<file path="config.mk">
export PLATFORM = sky130hd
export DESIGN_NAME = mem_access_stage
export DESIGN_NICKNAME = d
export VERILOG_FILES = /design/src/rtl/pipeline_pkg.sv /design/src/rtl/mem_handshake_fsm.sv /design/src/rtl/mem_access_stage.sv
export SDC_FILE = /design/constraint.sdc
export NUM_CORES = 1
export LEC_CHECK = 0
export ABC_AREA = 0
export CAP_MARGIN = 40
export CORE_ASPECT_RATIO = 1.2
export CORE_UTILIZATION = 45
export CTS_BUF_LIST = sky130_fd_sc_hd__clkbuf_8
export DETAILED_ROUTE_END_ITERATION = 7
export PLACE_DENSITY = 0.88
export SLEW_MARGIN = 10
export SYNTH_ARGS = -nofsm -noshare
export SYNTH_HDL_FRONTEND = slang
export SYNTH_SLANG_ARGS = --single-unit
</file>
<file path="constraint.sdc">
create_clock -name clock -period 5 [get_ports clock]
set_input_delay 1 -clock clock [delete_from_list [all_inputs] [get_ports clock]]
set_output_delay 1 -clock clock [all_outputs]
set_load 0.01 [all_outputs]
</file>
<file path="src/rtl/pipeline_pkg.sv">
// Shared definitions for the 16-bit pipeline: opcodes, data width and the
// MEM-stage handshake state encoding.
package pipeline_pkg;

  localparam int DATA_W = 16;

  localparam logic [3:0] OP_NOP = 4'b0000;
  localparam logic [3:0] OP_LD  = 4'b0100;
  localparam logic [3:0] OP_ST  = 4'b0101;
  localparam logic [3:0] OP_BEQ = 4'b0110;

  localparam logic [0:0] IDLE = 1'b0;
  localparam logic [0:0] WAIT = 1'b1;

  function automatic logic is_mem_op(input logic [3:0] op);
    return (op == OP_LD) || (op == OP_ST);
  endfunction

endpackage

</file>
<file path="src/rtl/mem_handshake_fsm.sv">
// Data-memory req/ack handshake: owns the request registers, the wait-cycle
// counter, the upstream stall and the timeout abort.
module mem_handshake_fsm #(
  parameter int DATA_W         = 16,
  parameter int TIMEOUT_CYCLES = 15
) (
  input  logic              clock,
  input  logic              reset,
  input  logic              start,
  input  logic              is_store,
  input  logic [DATA_W-1:0] addr,
  input  logic [DATA_W-1:0] wdata,
  input  logic              mem_ack,
  output logic              busy,
  output logic              done,
  output logic              timeout,
  output logic              stall,
  output logic              mem_req,
  output logic              mem_we,
  output logic [DATA_W-1:0] mem_addr,
  output logic [DATA_W-1:0] mem_wdata
);
  import pipeline_pkg::*;

  localparam logic       TIMEOUT_EN   = (TIMEOUT_CYCLES != 0);
  localparam logic [7:0] TIMEOUT_LAST = 8'(TIMEOUT_CYCLES - 1);

  logic [0:0] state;
  logic [7:0] counter;

  // Completion and abort qualifiers; an ack in the last allowed cycle wins.
  always_comb begin
    busy    = (state == WAIT);
    done    = busy && mem_ack;
    timeout = TIMEOUT_EN && busy && !mem_ack && (counter == TIMEOUT_LAST);
  end

  // Stall is combinational so upstream releases in the same cycle as ack/abort.
  always_comb begin
    stall = 1'b0;
    if (!reset) begin
      stall = 1'b0;
    end else begin
      case (state)
        IDLE:    stall = start;
        WAIT:    stall = !mem_ack && !timeout;
        default: stall = 1'b0;
      endcase
    end
  end

  // Handshake state, wait counter and request registers.
  always_ff @(posedge clock) begin
    if (!reset) begin
      state     <= IDLE;
      counter   <= 8'd0;
      mem_req   <= 1'b0;
      mem_we    <= 1'b0;
      mem_addr  <= {DATA_W{1'b0}};
      mem_wdata <= {DATA_W{1'b0}};
    end else begin
      case (state)
        IDLE: begin
          if (start) begin
            state     <= WAIT;
            counter   <= 8'd0;
            mem_req   <= 1'b1;
            mem_we    <= is_store;
            mem_addr  <= addr;
            mem_wdata <= wdata;
          end else begin
            state <= IDLE;
          end
        end
        WAIT: begin
          if (mem_ack || timeout) begin
            state     <= IDLE;
            counter   <= 8'd0;
            mem_req   <= 1'b0;
            mem_we    <= 1'b0;
            mem_addr  <= {DATA_W{1'b0}};
            mem_wdata <= {DATA_W{1'b0}};
          end else begin
            counter <= counter + 8'd1;
          end
        end
        default: state <= IDLE;
      endcase
    end
  end

endmodule

</file>
<file path="src/rtl/mem_access_stage.sv">
// MEM stage: issues loads/stores through the handshake FSM, resolves BEQ and
// drives the MEM/WB register consumed by write-back.
module mem_access_stage #(
  parameter int DATA_W         = 16,
  parameter int TIMEOUT_CYCLES = 15
) (
  input  logic              clock,
  input  logic              reset,
  input  logic [3:0]        opcode,
  input  logic              aluZERO,
  input  logic [DATA_W-1:0] aluRESULT,
  input  logic [DATA_W-1:0] read_data2,
  output logic              stall,
  output logic              mem_req,
  output logic              mem_we,
  output logic [DATA_W-1:0] mem_addr,
  output logic [DATA_W-1:0] mem_wdata,
  input  logic [DATA_W-1:0] mem_rdata,
  input  logic              mem_ack,
  output logic              wb_valid,
  output logic [3:0]        wb_opcode,
  output logic [DATA_W-1:0] wb_alu_result,
  output logic [DATA_W-1:0] wb_mem_data,
  output logic              branch_taken,
  output logic              mem_error
);
  import pipeline_pkg::*;

  logic is_mem;
  logic busy;
  logic done;
  logic timeout;

  assign is_mem = is_mem_op(opcode);

  mem_handshake_fsm #(
    .DATA_W        (DATA_W),
    .TIMEOUT_CYCLES(TIMEOUT_CYCLES)
  ) u_fsm (
    .clock    (clock),
    .reset    (reset),
    .start    (is_mem),
    .is_store (opcode == OP_ST),
    .addr     (aluRESULT),
    .wdata    (read_data2),
    .mem_ack  (mem_ack),
    .busy     (busy),
    .done     (done),
    .timeout  (timeout),
    .stall    (stall),
    .mem_req  (mem_req),
    .mem_we   (mem_we),
    .mem_addr (mem_addr),
    .mem_wdata(mem_wdata)
  );

  // MEM/WB register: non-memory ops pass through, memory ops retire on ack,
  // every other cycle is a bubble so each instruction yields one entry.
  always_ff @(posedge clock) begin
    if (!reset) begin
      wb_valid      <= 1'b0;
      wb_opcode     <= 4'd0;
      wb_alu_result <= {DATA_W{1'b0}};
      wb_mem_data   <= {DATA_W{1'b0}};
      branch_taken  <= 1'b0;
      mem_error     <= 1'b0;
    end else begin
      if (!busy && !is_mem) begin
        wb_valid      <= (opcode != OP_NOP);
        wb_opcode     <= opcode;
        wb_alu_result <= aluRESULT;
        wb_mem_data   <= {DATA_W{1'b0}};
      end else if (done) begin
        wb_valid      <= 1'b1;
        wb_opcode     <= opcode;
        wb_alu_result <= aluRESULT;
        wb_mem_data   <= (opcode == OP_LD) ? mem_rdata : {DATA_W{1'b0}};
      end else begin
        wb_valid      <= 1'b0;
        wb_opcode     <= 4'd0;
        wb_alu_result <= {DATA_W{1'b0}};
        wb_mem_data   <= {DATA_W{1'b0}};
      end
      branch_taken <= !busy && (opcode == OP_BEQ) && aluZERO;
      mem_error    <= timeout;
    end
  end

endmodule

</file>
==> results.toml, run 1 <==
[timing]
fmax_ghz = 0.261
min_period_ns = 3.83
fin_crit_sh_pct = 76.5
hold_slack_ns = 0.476
rsz0062_at_grt = "false"
setup_violations = 0
worst_pin_slew_ns = 0.480
drv_slew = 0
finalSetupTns_ns = 0
hold_viol_final = 0
slew_headroom_pct = 67.9
skew_ns = 0.00841

[clocking]
cts_buffers = 9
root_buffer = "clkbuf_8"
postCtsHoldBufs = 0
post_cts_buffers = 0
clock-sinks = 82
post_cts_resized = 0
tritoncts = "done"
htree_levels = 3
clk_pin_slew_ns = 0.07
clk_latency_ns = 0.34
cts_buffer_depth = 2

[logic_synthesis]
yosysTopAreaCell = "dfxtp_1"
synth_top_cell_area_share_pct = 61.1
ys_top_cells_by_area = "dfxtp_1 (61%), a22o_1 (9.8%), and2_1 (7.9%)"
yosysSeqAreaShare_pct = 61.1
synth-edff-count = 0
synthCells = 227
syn_avg_cell_area_um2 = 11.8
synth_cell_type_count = 41
async_reset_ff_share_pct = 0
yosys_most_used_dff = "dfxtp_1"
synth_nets = 285
yosysMostFrequentCell = "dfxtp_1"
yosys_warnings = 0
ys_ff_latch = 82
netlist_top_cells_count = "dfxtp_1 (82), and2_1 (34), a22o_1 (30)"
synthesis.area_um2 = 2690

[pwr]
total_power_mw = 1.29
irDropWorstVdd_mv = 0.212
power.density_nw_per_um2 = 306
leakagePower_nw = 1.64

[cells_and_area]
drive_gt1_share_pct = 8.26
layout.nets = 416
syn2layout_area_growth_pct = 56.6
finalCoreUtilization_pct = 73.8
diodes = 0

[global_routing]
grt.overflow.total = 0
grt_pass1_vias = 2137
grt_first_pass_wirelength_um = 10400
antenna_found_initial = 0
grt.total_usage_pct = 22.1
met2_usage_pct = 37.0
grt_max_degree = 35
use_met3_pct = 5.00
met1_usage_pct = 26.3
busiest_layer = "met2"

[floorplanning]
dieWidth_um = 72.6
start_util_pct = 47.1
dieArea_um2 = 6290
die_h_um = 86.7
fp-row-count = 30
core_um2 = 5710
num_io_pins = 130

[hold_path]
hp-start = "u_fsm.mem_addr[1]"
hold_class = "flip-flop to flip-flop"

[detailed_routing]
wl_per_cell_um = 15.4
drc = 0
wirelength_um = 6820
antenna_left = 0
dr.pass1.iters = 4
vias_per_cell = 5.00
routed-via-count = 2216
drt_iter0_drc = 162

[worst_setup_path]
arrival_ns = 2.83
timing.rr.start = "u_fsm.counter[4]"
end_kind = "output pin"
path_class = "input pin to output pin"
startpoint = "reset"
required_ns = 4.00
setup.worst_path.start_class = "input pin"
path_max_fanout = 12

[placement]
io_buffer_count = 129
dp_hpwl_um = 4930
gp_congestion = 0.845

[flow_run]
maxCapViolations = 0

[outcome]
status = "finished clean"
routing by layer:
metal  wire (um)  vias up
li1            -     1069
met1        2900     1031
met2        3320      100
met3         395       16
met4         208        0
met5           0        -
state kept, by name (all words and copies together), names as in the netlist, 4 cells and up:
signal / flops
u_fsm.counter: 8
wb_opcode: 4
wb_mem_data: 16
u_fsm.mem_wdata: 16
wb_alu_result: 16
u_fsm.mem_addr: 16
final timing paths:
path	endpoint	slack, ns	cells after the start
max	stall	1.17	4
min	u_fsm.mem_addr[1]	0.48	1
max reg2reg	u_fsm.mem_wdata[4]	3.07	5
min reg2reg	u_fsm.mem_addr[1]	0.48	1
where the power goes:
group	switching [mW]	leakage (nW)	total, mW	internal (mW)
sequential	0.00810	0.668	0.681	0.673
clock	0.224	0.107	0.465	0.241
combinational	0.0526	0.862	0.142	0.0898
total	0.284	1.64	1.29	1.00
logic make-up (layout without fill, tap and decap cells):
kind of cell | Yosys count | after routing | share of synthesized area, %
AO/OA/AOI/OAI | 55 | 55 | 17.1
adder cells (fa/ha/maj) | 2 | 2 | 0.931
buffers and inverters | 13 | 149 | 4.00
flip-flops | 82 | 82 | 61.1
AND/OR/NAND/NOR | 75 | 75 | 16.9
placed cells by master, fill, tap and decap left out, types with 2 or more instances in the layout:
| cell | instances |
|---|---|
| clkdlybuf4s50_1 | 129 |
| dfxtp_1 | 82 |
| and2_1 | 34 |
| a22o_1 | 30 |
| nor2_1 | 10 |
| clkbuf_8 | 10 |
| a21oi_1 | 5 |
| o21ai_0 | 5 |
| nand3_1 | 4 |
| nand2_1 | 4 |
| nor3_1 | 4 |
| nor2b_1 | 3 |
| and3_1 | 3 |
| a22o_2 | 3 |
| clkinv_2 | 3 |
| inv_1 | 2 |
| nand2b_1 | 2 |
| and4_1 | 2 |
| a41oi_1 | 2 |
| ha_1 | 2 |
critical path, cell delays in order:
cell and delay, ns:
clkdlybuf4s50_1 0.69, clkinv_1 0.39, nor2_1 0.19, clkdlybuf4s50_1 0.55
layout make-up:
type / count / area [um^2]
repair buffers: 131 / 1330
multi-input cells: 132 / 940
clock buffers: 10 / 138
clock inverters: 6 / 57.6
well taps: 80 / 100
flip-flops and latches: 82 / 1640
inverters: 2 / 7.51
fillers: 443 / 1500
metrics by stage:
step / cells / instance area, um^2 / setup slack [ns]
global placement: 425 / 3980 / 1.21
floorplan: 227 / 2690 / 2.31
detailed placement: 427 / 4020 / 1.22
finish: 443 / 4210 / 1.17
global route: 443 / 4210 / 1.08
CTS: 443 / 4210 / 1.20
Note: power is estimated with default switching activity, not from simulation.
==> run 2, diff against run 1 <==
--- a/config.mk
+++ b/config.mk
@@ -8,10 +8,10 @@
 export ABC_AREA = 0
 export CAP_MARGIN = 40
 export CORE_ASPECT_RATIO = 1.2
-export CORE_UTILIZATION = 45
+export CORE_UTILIZATION = 42
 export CTS_BUF_LIST = sky130_fd_sc_hd__clkbuf_8
 export DETAILED_ROUTE_END_ITERATION = 7
-export PLACE_DENSITY = 0.88
+export PLACE_DENSITY = 0.83
 export SLEW_MARGIN = 10
 export SYNTH_ARGS = -nofsm -noshare
 export SYNTH_HDL_FRONTEND = slang
==> constraint.sdc (replaced) <==
create_clock -name clock -period 4 [get_ports clock]
set_input_delay 0.8 -clock clock [delete_from_list [all_inputs] [get_ports clock]]
set_output_delay 0.8 -clock clock [all_outputs]
set_load 0.01 [all_outputs]
==> run 2 against run 1 <==
Effect of this change: clock power rose by 29%; sequential share of layout area fell by 0.16 points; total power rose by 27%; global-route usage fell by 1.9 points; routed wire length fell by 0.51%; critical path depth rose by 2; final area rose by 0.42%; setup slack got worse by 0.52 ns; sequential power rose by 25%; final cell count rose by 0.45%; count of clock-buffer cells in the layout rose by 1; register-to-register slack got worse by 0.96 ns; largest cell class unchanged.
==> results.toml, run 2 (synthesis results as in run 1) <==
[floorplanning]
fp-row-count = 31
die_h_um = 89.7
dieArea_um2 = 6730
num_io_pins = 130
start_util_pct = 44.2
dieWidth_um = 75.0
core_um2 = 6090

[worst_setup_path]
timing.rr.end = "u_fsm.mem_wdata[5]"
r2r_slack_ns = 2.11
path_max_fanout = 5
path_class = "input pin to output pin"
critPathMaxStageDelay_ns = 0.54
end_kind = "output pin"
required_ns = 3.20
arrival_ns = 2.55
timing.rr.start = "u_fsm.counter[4]"
setup.worst_path.start_class = "input pin"
slowest_stage = "clkdlybuf4s50_1"
r2r.worst_path.cells = 5
path_cells = "clkdlybuf4s50_1 -> nor3b_2 -> nor2b_1 -> nor2_1 -> nor2_1 -> clkdlybuf4s50_1"
startpoint = "opcode[2]"
crit_end = "stall"

[pwr]
irDropWorstVdd_mv = 0.240
total_power_mw = 1.63
leakagePower_nw = 1.64
power.density_nw_per_um2 = 386

[timing]
slew_headroom_pct = 69.3
drv_slew = 0
rsz0062_at_grt = "false"
skew_ns = 0.00995
hold_viol_final = 0
setup_violations = 0
worst_pin_slew_ns = 0.455
fin_crit_sh_pct = 83.7
fmax_ghz = 0.299
min_period_ns = 3.35
finalSetupTns_ns = 0

[global_routing]
grt.overflow.total = 0
antenna_found_initial = 0
grt_first_pass_wirelength_um = 9920
grt.total_usage_pct = 20.1
grt_max_degree = 35
grt_pass1_vias = 1965

[detailed_routing]
drc = 0
wirelength_um = 6790
drt_iter0_drc = 61
vias_per_cell = 4.95
antenna_left = 0
routed-via-count = 2202
wl_per_cell_um = 15.3
dr.pass1.iters = 4

[hold_path]
hold_class = "flip-flop to flip-flop"

[outcome]
status = "finished clean"

[clocking]
root_buffer = "clkbuf_8"
htree_levels = 3
postCtsHoldBufs = 0
tritoncts = "done"
post_cts_buffers = 0
cts_buffers = 9
clk_pin_slew_ns = 0.07
clock-sinks = 82
post_cts_resized = 0
cts_buffer_depth = 2
clk_latency_ns = 0.34

[cells_and_area]
layout.nets = 417
layout_commonest_cell = "clkdlybuf4s50_1"
drive_gt1_share_pct = 8.54
syn2layout_area_growth_pct = 57.2
mostFrequentLayoutCells = "clkdlybuf4s50_1 (129), dfxtp_1 (82), and2_1 (34), a22o_1 (30), clkbuf_8 (11)"
diodes = 0

[flow_run]
maxCapViolations = 0

[placement]
gp_congestion = 0.826
io_buffer_count = 129
dp_hpwl_um = 4850
run 2: cell types whose count changed in the layout (fill, tap and decap cells not counted):
cell        before  now
buf_4            1    2
clkbuf_8        10   11
clkinv_2         3    1
clkinvlp_4       0    1
inv_1            2    1
run 2: worst min path at each step:
| stage | slack [ns] | from | to | depth (start not counted) |
|---|---|---|---|---|
| finish | 0.48 | u_fsm.mem_wdata[14] | u_fsm.mem_wdata[14] | 1 |
| global route | 0.50 | u_fsm.mem_wdata[7] | u_fsm.mem_wdata[7] | 1 |
| CTS | 0.48 | u_fsm.mem_addr[15] | u_fsm.mem_addr[15] | 1 |
| detailed placement | 0.46 | u_fsm.mem_wdata[14] | u_fsm.mem_wdata[14] | 1 |
| global placement | 0.46 | u_fsm.mem_addr[10] | u_fsm.mem_addr[10] | 1 |
| floorplan | 0.44 | u_fsm.counter[6] | u_fsm.counter[6] | 1 |
run 2: layer usage:
metal  vias to the layer above  global-route usage (%)  wire [um]
li1                       1070                       -          -
met1                      1037                    26.2       2890
met5                         -                       0          0
met2                        80                    31.4       3340
met3                        15                    3.68        375
met4                         0                    11.5        179
run 2: power breakdown:
group / internal [mW] / leakage (nW) / switching [mW]
Clock: 0.319 / 0.101 / 0.283
Combinational: 0.113 / 0.867 / 0.0653
Sequential: 0.841 / 0.668 / 0.0102
run 2: layout make-up:
type	count	area [um^2]
multi-input cells	132	940
fillers	477	1860
clock inverters	4	51.3
flip-flops and latches	82	1640
repair buffers	132	1330
inverters	2	7.51
clock buffers	11	151
well taps	82	103
run 2: critical path: cells and delay by family:
family | cells | cell delay [ns]
buffers and inverters | 2 | 1.04
AND/OR/NAND/NOR | 4 | 0.71
run 2: metrics by stage:
step	std cells	setup slack (ns)	area [um^2]	hold WS [ns]	utilization [%]
after floorplan	227	1.71	2690	0.445	-
after global placement	429	0.676	4000	0.456	65.6
after detailed placement	430	0.660	4030	0.456	66.1
after CTS	445	0.642	4230	0.481	69.4
after global routing	445	0.464	4230	0.495	69.4
final	445	0.652	4230	0.479	69.4
